$ cat src/rtl/vc_port_control.sv
// vc_port_control: input-port controller for the mesh NoC switch.
// Drives push/pop of the external per-VC FIFOs, runs one route-reservation
// FSM per VC, arbitrates route requests toward the switch allocator and
// forwards flits from VCs that hold a route, both round-robin.
module vc_port_control #(
   parameter int VC            = 4,
   parameter int DATA_WIDTH    = 32,
   parameter int TYPE_WIDTH    = 2,
   parameter int REQUEST_WIDTH = 2,
   parameter int VC_WIDTH      = $clog2(VC)
) (
   input  logic                     clk,
   input  logic                     rst,
   input  logic [VC-1:0]            valid_in,
   output logic [VC-1:0]            ready_in,
   output logic [VC-1:0]            pushBuffer,
   input  logic [VC-1:0]            full,
   input  logic [VC-1:0]            empty,
   input  logic [VC*DATA_WIDTH-1:0] bufHead,
   output logic [VC-1:0]            popBuffer,
   output logic                     routeReserveRequestValid,
   output logic [REQUEST_WIDTH-1:0] routeReserveRequest,
   output logic [VC_WIDTH-1:0]      routeReserveVC,
   input  logic                     routeReserveStatus,
   output logic                     routeRelieve,
   output logic [VC_WIDTH-1:0]      routeRelieveVC,
   output logic [DATA_WIDTH-1:0]    data_out,
   output logic [VC_WIDTH-1:0]      vc_out,
   output logic                     valid_out,
   input  logic                     ready_out,
   output logic                     flitError
);

   localparam logic [TYPE_WIDTH-1:0] FLIT_HEAD_TAIL = TYPE_WIDTH'(0);
   localparam logic [TYPE_WIDTH-1:0] FLIT_HEAD      = TYPE_WIDTH'(1);
   localparam logic [TYPE_WIDTH-1:0] FLIT_TAIL      = TYPE_WIDTH'(3);

   typedef enum logic [1:0] {
      IDLE,
      REQ,
      ACTIVE
   } vcState_e;

   vcState_e state     [VC];
   vcState_e stateNext [VC];

   // Round-robin pick: first set bit of elig at or after ptr, wrapping at VC.
   // Returns {found, index}. Scanning downward lets the nearest offset win.
   function automatic logic [VC_WIDTH:0] rrSelect(input logic [VC-1:0]       elig,
                                                  input logic [VC_WIDTH-1:0] ptr);
      logic [VC_WIDTH:0]   result;
      logic [VC_WIDTH-1:0] idxW;
      int                  idx;
      result = '0;
      for (int i = VC - 1; i >= 0; i--) begin
         idx = int'(ptr) + i;
         if (idx >= VC) idx = idx - VC;
         idxW = idx[VC_WIDTH-1:0];
         if (elig[idxW]) result = {1'b1, idxW};
      end
      return result;
   endfunction

   // Pointer increment with explicit wrap so non-power-of-2 VC counts work.
   function automatic logic [VC_WIDTH-1:0] wrapInc(input logic [VC_WIDTH-1:0] x);
      return (x == VC_WIDTH'(VC - 1)) ? '0 : x + 1'b1;
   endfunction

   // ---------------------------------------------------------------- head flits
   logic [DATA_WIDTH-1:0] headFlit [VC];
   logic [VC-1:0]         headIsStart;
   logic [VC-1:0]         headIsEnd;

   for (genvar g = 0; g < VC; g++) begin : gHead
      logic [TYPE_WIDTH-1:0] headType;
      assign headFlit[g]    = bufHead[g*DATA_WIDTH +: DATA_WIDTH];
      assign headType       = headFlit[g][DATA_WIDTH-1 -: TYPE_WIDTH];
      assign headIsStart[g] = (headType == FLIT_HEAD) || (headType == FLIT_HEAD_TAIL);
      assign headIsEnd[g]   = (headType == FLIT_TAIL) || (headType == FLIT_HEAD_TAIL);
   end

   // ------------------------------------------------------------------ ingress
   // Pushes are suppressed during reset because the FIFOs clear on the same rst.
   assign ready_in   = ~full;
   assign pushBuffer = valid_in & ~full & {VC{~rst}};

   // Decode per-VC state into eligibility vectors for the two arbiters.
   logic [VC-1:0] isIdle;
   logic [VC-1:0] isReq;
   logic [VC-1:0] isActive;

   // NOTE: every variable written in an always_comb gets a default first, so no
   // path leaves it unassigned and no latch is inferred.
   always_comb begin
      isIdle   = '0;
      isReq    = '0;
      isActive = '0;
      for (int v = 0; v < VC; v++) begin
         isIdle[v]   = (state[v] == IDLE);
         isReq[v]    = (state[v] == REQ);
         isActive[v] = (state[v] == ACTIVE);
      end
   end

   // ----------------------------------------------------------- request arbiter
   logic                reqFound;
   logic [VC_WIDTH-1:0] reqPick;
   logic [VC_WIDTH-1:0] reqPtr;
   logic                reqGrant;

   assign {reqFound, reqPick} = rrSelect(isReq, reqPtr);
   assign reqGrant            = routeReserveRequestValid & routeReserveStatus;

   // One outstanding request: register a new one when idle, hold it until granted.
   // NOTE: sequential state uses non-blocking assignments so every flop samples
   // the pre-edge values regardless of block evaluation order.
   always_ff @(posedge clk) begin
      if (rst) begin
         routeReserveRequestValid <= 1'b0;
         routeReserveRequest      <= '0;
         routeReserveVC           <= '0;
         reqPtr                   <= '0;
      end else if (reqGrant) begin
         routeReserveRequestValid <= 1'b0;
         reqPtr                   <= wrapInc(routeReserveVC);
      end else if (!routeReserveRequestValid && reqFound) begin
         routeReserveRequestValid <= 1'b1;
         routeReserveRequest      <= headFlit[reqPick][REQUEST_WIDTH-1:0];
         routeReserveVC           <= reqPick;
      end
   end

   // ------------------------------------------------------------ egress arbiter
   logic                egFound;
   logic [VC_WIDTH-1:0] egPick;
   logic [VC_WIDTH-1:0] egPtr;
   logic [VC_WIDTH-1:0] egSel;
   logic                egHold;
   logic [VC_WIDTH-1:0] egHoldSel;
   logic                egValid;
   logic                egPop;
   logic                egEnd;

   assign {egFound, egPick} = rrSelect(isActive & ~empty, egPtr);
   // A stalled offer stays on the same VC even if a nearer VC becomes eligible.
   assign egSel   = egHold ? egHoldSel : egPick;
   assign egValid = (egHold | egFound) & ~rst;
   assign egPop   = egValid & ready_out;
   assign egEnd   = headIsEnd[egSel];

   assign valid_out = egValid;
   assign data_out  = egValid ? headFlit[egSel] : '0;
   assign vc_out    = egValid ? egSel : '0;

   // Freeze the offered VC under back-pressure, advance the pointer on a pop,
   // and emit the route-release pulse one cycle after a packet-ending pop.
   always_ff @(posedge clk) begin
      if (rst) begin
         egHold         <= 1'b0;
         egHoldSel      <= '0;
         egPtr          <= '0;
         routeRelieve   <= 1'b0;
         routeRelieveVC <= '0;
      end else begin
         egHold       <= egValid & ~ready_out;
         egHoldSel    <= egSel;
         routeRelieve <= egPop & egEnd;
         if (egPop) begin
            egPtr <= wrapInc(egSel);
            if (egEnd) routeRelieveVC <= egSel;
         end
      end
   end

   // ---------------------------------------------------------- error flushing
   logic                errFound;
   logic [VC_WIDTH-1:0] errSel;

   // Lowest-index IDLE VC whose head is not a packet start gets flushed.
   always_comb begin
      errFound = 1'b0;
      errSel   = '0;
      for (int v = VC - 1; v >= 0; v--) begin
         if (isIdle[v] && !empty[v] && !headIsStart[v]) begin
            errFound = 1'b1;
            errSel   = VC_WIDTH'(v);
         end
      end
   end

   // Single pop per cycle: the egress pop wins, an error flush waits a cycle.
   always_comb begin
      popBuffer = '0;
      flitError = 1'b0;
      if (egPop) begin
         popBuffer[egSel] = 1'b1;
      end else if (errFound && !rst) begin
         popBuffer[errSel] = 1'b1;
         flitError         = 1'b1;
      end
   end

   // ------------------------------------------------------------- VC FSMs
   // Next state for every VC: start a request, take a grant, close on packet end.
   always_comb begin
      for (int v = 0; v < VC; v++) begin
         stateNext[v] = state[v];
         case (state[v])
            IDLE:    if (!empty[v] && headIsStart[v]) stateNext[v] = REQ;
            REQ:     if (reqGrant && routeReserveVC == VC_WIDTH'(v)) stateNext[v] = ACTIVE;
            ACTIVE:  if (egPop && egEnd && egSel == VC_WIDTH'(v)) stateNext[v] = IDLE;
            default: stateNext[v] = IDLE;
         endcase
      end
   end

   // State register for all VC FSMs.
   always_ff @(posedge clk) begin
      for (int v = 0; v < VC; v++) begin
         if (rst) state[v] <= IDLE;
         else     state[v] <= stateNext[v];
      end
   end

endmodule

$ cat config.mk
export PLATFORM = sky130hd
export DESIGN_NAME = vc_port_control
export DESIGN_NICKNAME = d
export VERILOG_FILES = /design/src/rtl/vc_port_control.sv
export SDC_FILE = /design/constraint.sdc
export NUM_CORES = 1
export LEC_CHECK = 0
export ABC_AREA = 1
export CAP_MARGIN = 20
export CORE_MARGIN = 2
export CORE_UTILIZATION = 36
export CTS_CLUSTER_SIZE = 25
export DETAILED_ROUTE_END_ITERATION = 16
export PLACE_DENSITY = 0.82
export SYNTH_ARGS = -nofsm -noshare
export SYNTH_HDL_FRONTEND = slang
export SYNTH_SLANG_ARGS = --single-unit
$ cat constraint.sdc
create_clock -name clk -period 2.9 [get_ports clk]
set_input_delay 0.58 -clock clk [delete_from_list [all_inputs] [get_ports clk]]
set_output_delay 0.58 -clock clk [all_outputs]
set_load 0.02 [all_outputs]
[Word level (Yosys, flattened, before mapping)]
Memory sizes are Yosys's and may differ from the RTL's.
Index checks and enable logic that the tools add are counted.
Cells by class
  $add $sub $neg: 16
  $lt $le $gt $ge: 22
  eq/ne operators: 22
  multiplexer cells: 84
  bitwise gates (word level): 20
  reduce and logical (&&, ||, !) cells: 56
Operators by type and width (number)
  32-bit binary-select mux with 2-bit select: 2
  32-bit two-way mux: 3
  2-bit two-way mux: 34
  2-bit by 3-bit < comparator with 1-bit output (second input constant): 10
  1-bit logical AND: 25
  2-bit equality test (second input constant): 12
  3-bit greater-or-equal comparator (second input constant): 8
  3-bit two-way mux: 8
  2-bit case mux with 3 select lines: 4
  2-bit by 1-bit equality test with 1-bit output (second input constant): 10
  2-bit logical NOT: 10
  1-bit two-way mux: 20
  1-bit binary-select mux with 2-bit select: 9
  2-bit by 1-bit subtractor with 2-bit output (second input constant): 8
  2-bit by 2-bit adder with 3-bit output (second input constant): 4
  4-bit AND: 3
  1-bit logical NOT: 10
  1-bit logical OR: 8
  4-bit two-way mux: 2
  4-bit inverter: 2
  2-bit by 1-bit adder with 3-bit output (second input constant): 2
  2-bit by 3-bit greater-or-equal comparator with 1-bit output (second input constant): 2
  2-bit inverter with 3-bit output: 2
  1-bit AND: 5
  other kinds (7): 17
Word-level totals
  register bits after elaboration: 15
  bits in writable memories: 8
  input bits: 144
  output and inout bits: 56
  word-level logic and storage cells: 230
  memories kept: 1
Memory list
  state: depth 4, width 2, read ports 4, clocked after Yosys merged registers in 0, write ports 4, RTL line 44  | vcState_e state [VC];

[Logic depth before layout (Yosys ltp)]
Gate-level depths: netlist of run 1.
  depth in word-level cells: 17
  depth in mapped cells: 19
  mapped depth without buffers: 19

[Worst setup path after synthesis of run 1]
No wires, ideal clock.
  kind: input to output
  from: in empty[0]
  to: out popBuffer[3]
  data arrival time: 2.253 ns
  data required time: 2.320 ns
  slack: 0.067 ns
  stages: 12
  path buffers: 0
  path through: inv_1 > nand3b_1 > nand2_1 > nand3_1 > nand2_1 > nor3_1 > nand2_1 > nand2_2 > nor2_4 > inv_2 > nand2_1 > o41ai_1
On the way
  longest elaborated chain between the ends: 14
  elaborated cells between the ends (all ways): 36
  classes of those cells: 4 x order compare; 21 x mux; 5 x bitwise; 6 x reduce/logical
Ends and longest elaborated chain
  start, declared: RTL line 18  | input logic [VC-1:0] empty,
  4-bit inverter: RTL line 144  | assign {egFound, egPick} = rrSelect(isActive & ~empty, egPtr);
  4-bit AND: RTL line 144
  1-bit binary-select mux with 2-bit select: RTL line 59  | if (elig[idxW]) result = {1'b1, idxW};
  1-bit two-way mux (implied by the code): RTL line 59
  3-bit two-way mux (4 in a row): RTL line 59
  2-bit two-way mux: RTL line 146  | assign egSel = egHold ? egHoldSel : egPick;
  2-bit by 3-bit < comparator with 1-bit output (implied by the code) / 2-bit by 1-bit greater-or-equal comparator with 1-bit output (equally long branches): RTL line 196  | popBuffer[egSel] = 1'b1;
  1-bit logical AND (implied by the code): RTL line 196
  1-bit two-way mux (implied by the code): RTL line 196
  1-bit demux with 2-bit select: RTL line 196
  4-bit two-way mux *: RTL line 195  | if (egPop) begin
  end, declared: RTL line 20  | output logic [VC-1:0] popBuffer,
Mark *: on every way between the ends. The rest lies on a longest branch, timed or not. The select of a mux whose other input is x is not followed.

[Worst setup path in the final report of run 1]
  from: in empty[0]
  to: out data_out[12]
On the way
  longest elaborated chain between the ends: 14
  elaborated cells between the ends (all ways): 22
  classes of those cells: 17 x mux; 5 x bitwise
Ends and longest elaborated chain
  4-bit inverter *: RTL line 144
  4-bit AND *: RTL line 144
  1-bit binary-select mux with 2-bit select: RTL line 59
  1-bit two-way mux (implied by the code): RTL line 59
  3-bit two-way mux (3 in a row): RTL line 59
  3-bit two-way mux *: RTL line 59
  2-bit two-way mux: RTL line 146
  2-bit inverter with 3-bit output (implied by the code): RTL line 152  | assign data_out = egValid ? headFlit[egSel] : '0;
  32-bit binary-select mux with 2-bit select: RTL line 152
  32-bit two-way mux (implied by the code) (2 in a row): RTL line 152
  32-bit two-way mux *: RTL line 152
  end, declared: RTL line 27  | output logic [DATA_WIDTH-1:0] data_out,
Marked as above.

==> results.py, run 1 <==
metrics = {
    "run_status": {
        "outcome": "finished, violations left",
        "violations": "negative setup slack",
    },
    "timing": {
        "period_minus_slack_ns": 3.275,
        "maxSlewHeadroom": 0.6015,
        "setup_slack_ns": -0.3748,
        "final_hold_viol_count": 0,
        "setup_viol": 38,
        "tightest_slew_ns": 0.5955,
        "clock_skew_ns": 0.002249,
        "max_freq_ghz": 0.3054,
        "fin_crit_sh": 1.129,
        "rsz0062_at_grt": "yes",
        "setup_tns_ns": -9.474,
        "drv_slew": 0,
    },
    "clock_tree": {
        "cts_tree": "done",
        "clockRootBuffer": "clkbuf_8",
        "numCtsBuffers": 3,
        "clkLatencyLatePin_ns": 0.27,
        "clk_pin_slew_ns": 0.09,
        "cts_buffer_depth": 2,
        "cts_hold_buf": 0,
        "h-tree-depth": 1,
        "cts.sinks": 23,
    },
    "worst_setup_path": {
        "cp_cell_sequence": "buf_2 -> inv_2 -> nand3b_1 -> nand2_2 -> nand3_2 -> nand2_1 -> nand2_1 -> nand2_1 -> nand2_1 -> nand2_2 -> nand2_8 -> buf_6 -> nor2_4 -> buf_6 -> a22oi_2 -> o22ai_1 -> buf_4",
        "critPathArrivalTime_ns": 2.69,
        "reg2reg_slack_ns": 0.40,
        "path_class": "in -> out",
        "cpPeakStageDelay_ns": 0.27,
        "reg2reg_from": "egPtr[0]",
        "crit_fanout": 8,
        "cp.required_ns": 2.32,
        "critical_path.most_common_cell": "nand2_1",
        "crit_path_start_kind": "input pin",
        "reg2regPathDepth": 19,
        "r2r-end": "state[0][1]",
        "crit_path_end_kind": "primary output",
        "cp_slowest_cell": "nor2_4",
    },
    "routing": {
        "drtPass1Iterations": 7,
        "wl_um": 18460,
        "wire_per_inst_um": 22.14,
        "ant_nets": 0,
        "drc_errors": 0,
        "via_per_inst": 5.986,
        "dr.first_iter.drc_count": 486,
        "routed-via-count": 4992,
    },
    "finish": {
        "syn2layout_area_growth_pct": 112.3,
        "final_area_sq_um": 6195,
        "final_nets": 890,
        "final_cell_mix": "152 x clkdlybuf4s50_1, 81 x buf_4, 64 x nand2_1",
        "final_common_cell": "clkdlybuf4s50_1",
        "drive_gt1_frac": 0.3434,
    },
    "synthesis": {
        "netlist_area_sq_um": 2918,
        "synth_flop_cell": "dfxtp_1",
        "synthSimpleGateAreaFrac": 0.3019,
        "synth_fa_ha_area_frac": 0.06003,
        "netlist_instances": 466,
        "synth_top_family_by_area": "compound AO/OA/AOI/OAI gates",
        "yosys.area_share.xor_xnor": 0.009005,
        "seq_area_frac_synth": 0.1578,
        "ys_async_sr_fraction": 0,
        "yosys_register_bits": 23,
        "yosys_warnings": 0,
        "synth_nets": 624,
        "syn_avg_cell_area_sq_um": 6.261,
        "ys_types": 42,
        "synthMuxAreaShare": 0,
        "synth_enable_flop_cells": 0,
        "synth_compound_area_frac": 0.3353,
    },
    "die": {
        "start_util": 0.3737,
        "num_rows": 32,
        "die_area_sq_um": 8841,
        "die_x_um": 94.03,
        "num_io_pins": 200,
        "dieHeight_um": 94.03,
        "core_sq_um": 7807,
    },
    "power": {
        "p_per_area_nw_per_um2": 1494,
        "p_leak_nw": 2.731,
        "finalPower_mw": 9.257,
        "ir_worst_vdd_v": 0.0007192,
    },
    "min_path": {
        "min_to": "routeRelieveVC[1]",
        "hold_depth": 2,
        "min_from": "routeRelieveVC[1]",
        "hold_class": "reg -> reg",
    },
    "grt": {
        "grt_max_degree": 35,
        "antenna_found_initial": 1,
        "grtUsageTotal": 0.3441,
        "grt_pass1_wl_um": 23770,
        "grt_pass1_vias": 4672,
        "grt-ovfl-total": 0,
    },
    "placed_design": {
        "port_buffers": 199,
        "gp_congestion": 1.002,
        "place_hpwl_um": 10820,
        "dpl_cell_area_sq_um": 5320,
    },
    "job": {
        "cap_violations": 0,
    },
}
[state kept, by name, summed over array words and instances, names as in the netlist]
signal and cells:
routeReserveVC 2, state 8, routeReserveRequestValid 1, reqPtr 2
routeReserveRequest 2, egPtr 2, routeRelieveVC 2, egHoldSel 2
egHold 1, routeRelieve 1
[cell type report]
cell class                      count  area (sq um)
Multi-Input combinational cell    354          2492
Antenna cell                        1         2.502
Tap cell                          102         127.6
Sequential cell                    23         464.2
Fill cell                         436          1613
Inverter                           65         249.0
Timing Repair Buffer              285          2814
Clock buffer                        4         45.04
[synth_stat cells, drive strengths merged, types with 2 or more instances]
cell type | n | area share
nand2 | 88 | 0.13
nand4 | 3 | 0.0064
dfxtp | 23 | 0.16
ha | 14 | 0.060
o41ai | 3 | 0.0090
nand3b | 3 | 0.0077
nand3 | 28 | 0.053
inv | 65 | 0.084
o21ai | 54 | 0.095
clkbuf | 6 | 0.0077
xnor2 | 2 | 0.0060
a21oi | 16 | 0.031
nor2 | 67 | 0.098
a22oi | 32 | 0.099
o22ai | 33 | 0.088
buf | 18 | 0.045
[metrics by stage]
stage / util / setup WS, ns / std cells / hold slack, ns
after floorplan: - / 0.06748 / 466 / 0.4528
after global placement: 0.6814 / -0.8409 / 796 / 0.4392
after detailed placement: 0.6814 / -0.8929 / 796 / 0.4415
after CTS: 0.7454 / -0.1658 / 823 / 0.4598
after global routing: 0.7934 / -0.5550 / 834 / 0.4740
final: 0.7934 / -0.3748 / 834 / 0.4646
[per-layer routing]
metal	wire, um	vias up	track usage
li1	-	2113	-
met1	5994	2294	0.3627
met2	8761	423	0.5899
met3	2104	162	0.1075
met4	1600	0	0.2198
met5	0	-	0
[critical path, delay by kind of cell]
kind            cells  cell delay [ns]
simple gates       10             1.09
compound gates      2             0.30
buf+inv             5             0.70
[power by group]
group / internal, mW / switching, mW
Clock: 0.0983 / 0.110
Combinational: 3.87 / 4.70
Sequential: 0.399 / 0.0792
Total: 4.37 / 4.89
[how the worst max path moves through the flow]
| stage | startpoint | end | slack, ns | depth (start not counted) |
|---|---|---|---|---|
| 2_1_floorplan | empty[0] | popBuffer[3] | 0.07 | 12 |
| 4_1_cts | empty[2] | data_out[24] | -0.17 | 17 |
| 5_1_grt | empty[0] | data_out[4] | -0.55 | 15 |
| 3_3_place_gp | empty[0] | data_out[27] | -0.84 | 16 |
| 3_5_place_dp | empty[0] | data_out[23] | -0.89 | 16 |
| 6_report | empty[0] | data_out[12] | -0.37 | 17 |
[logic make-up after synthesis]
group,Yosys count
buffers and inverters,89
and+or+nand+nor,194
AOI/OAI and AO/OA,143
xor gates and xnor gates,3
DFF,23
adders and majority gates,14
[repair_timing]
action / 4_1_cts / 5_1_grt
setup buffers: 18 / 11
gates cloned: 5 / 1
pin swaps: 24 / 48
setup endpoints to repair: 40 / 39
gates resized for setup: 284 / 86
(Power assumes the default switching activity.)
==> run 2, diff against run 1 <==
CTS_CLUSTER_DIAMETER = 30   (was default)
==> results of run 2 <==
Same layout as run 1: the final DEF is identical, and so are final timing and power.
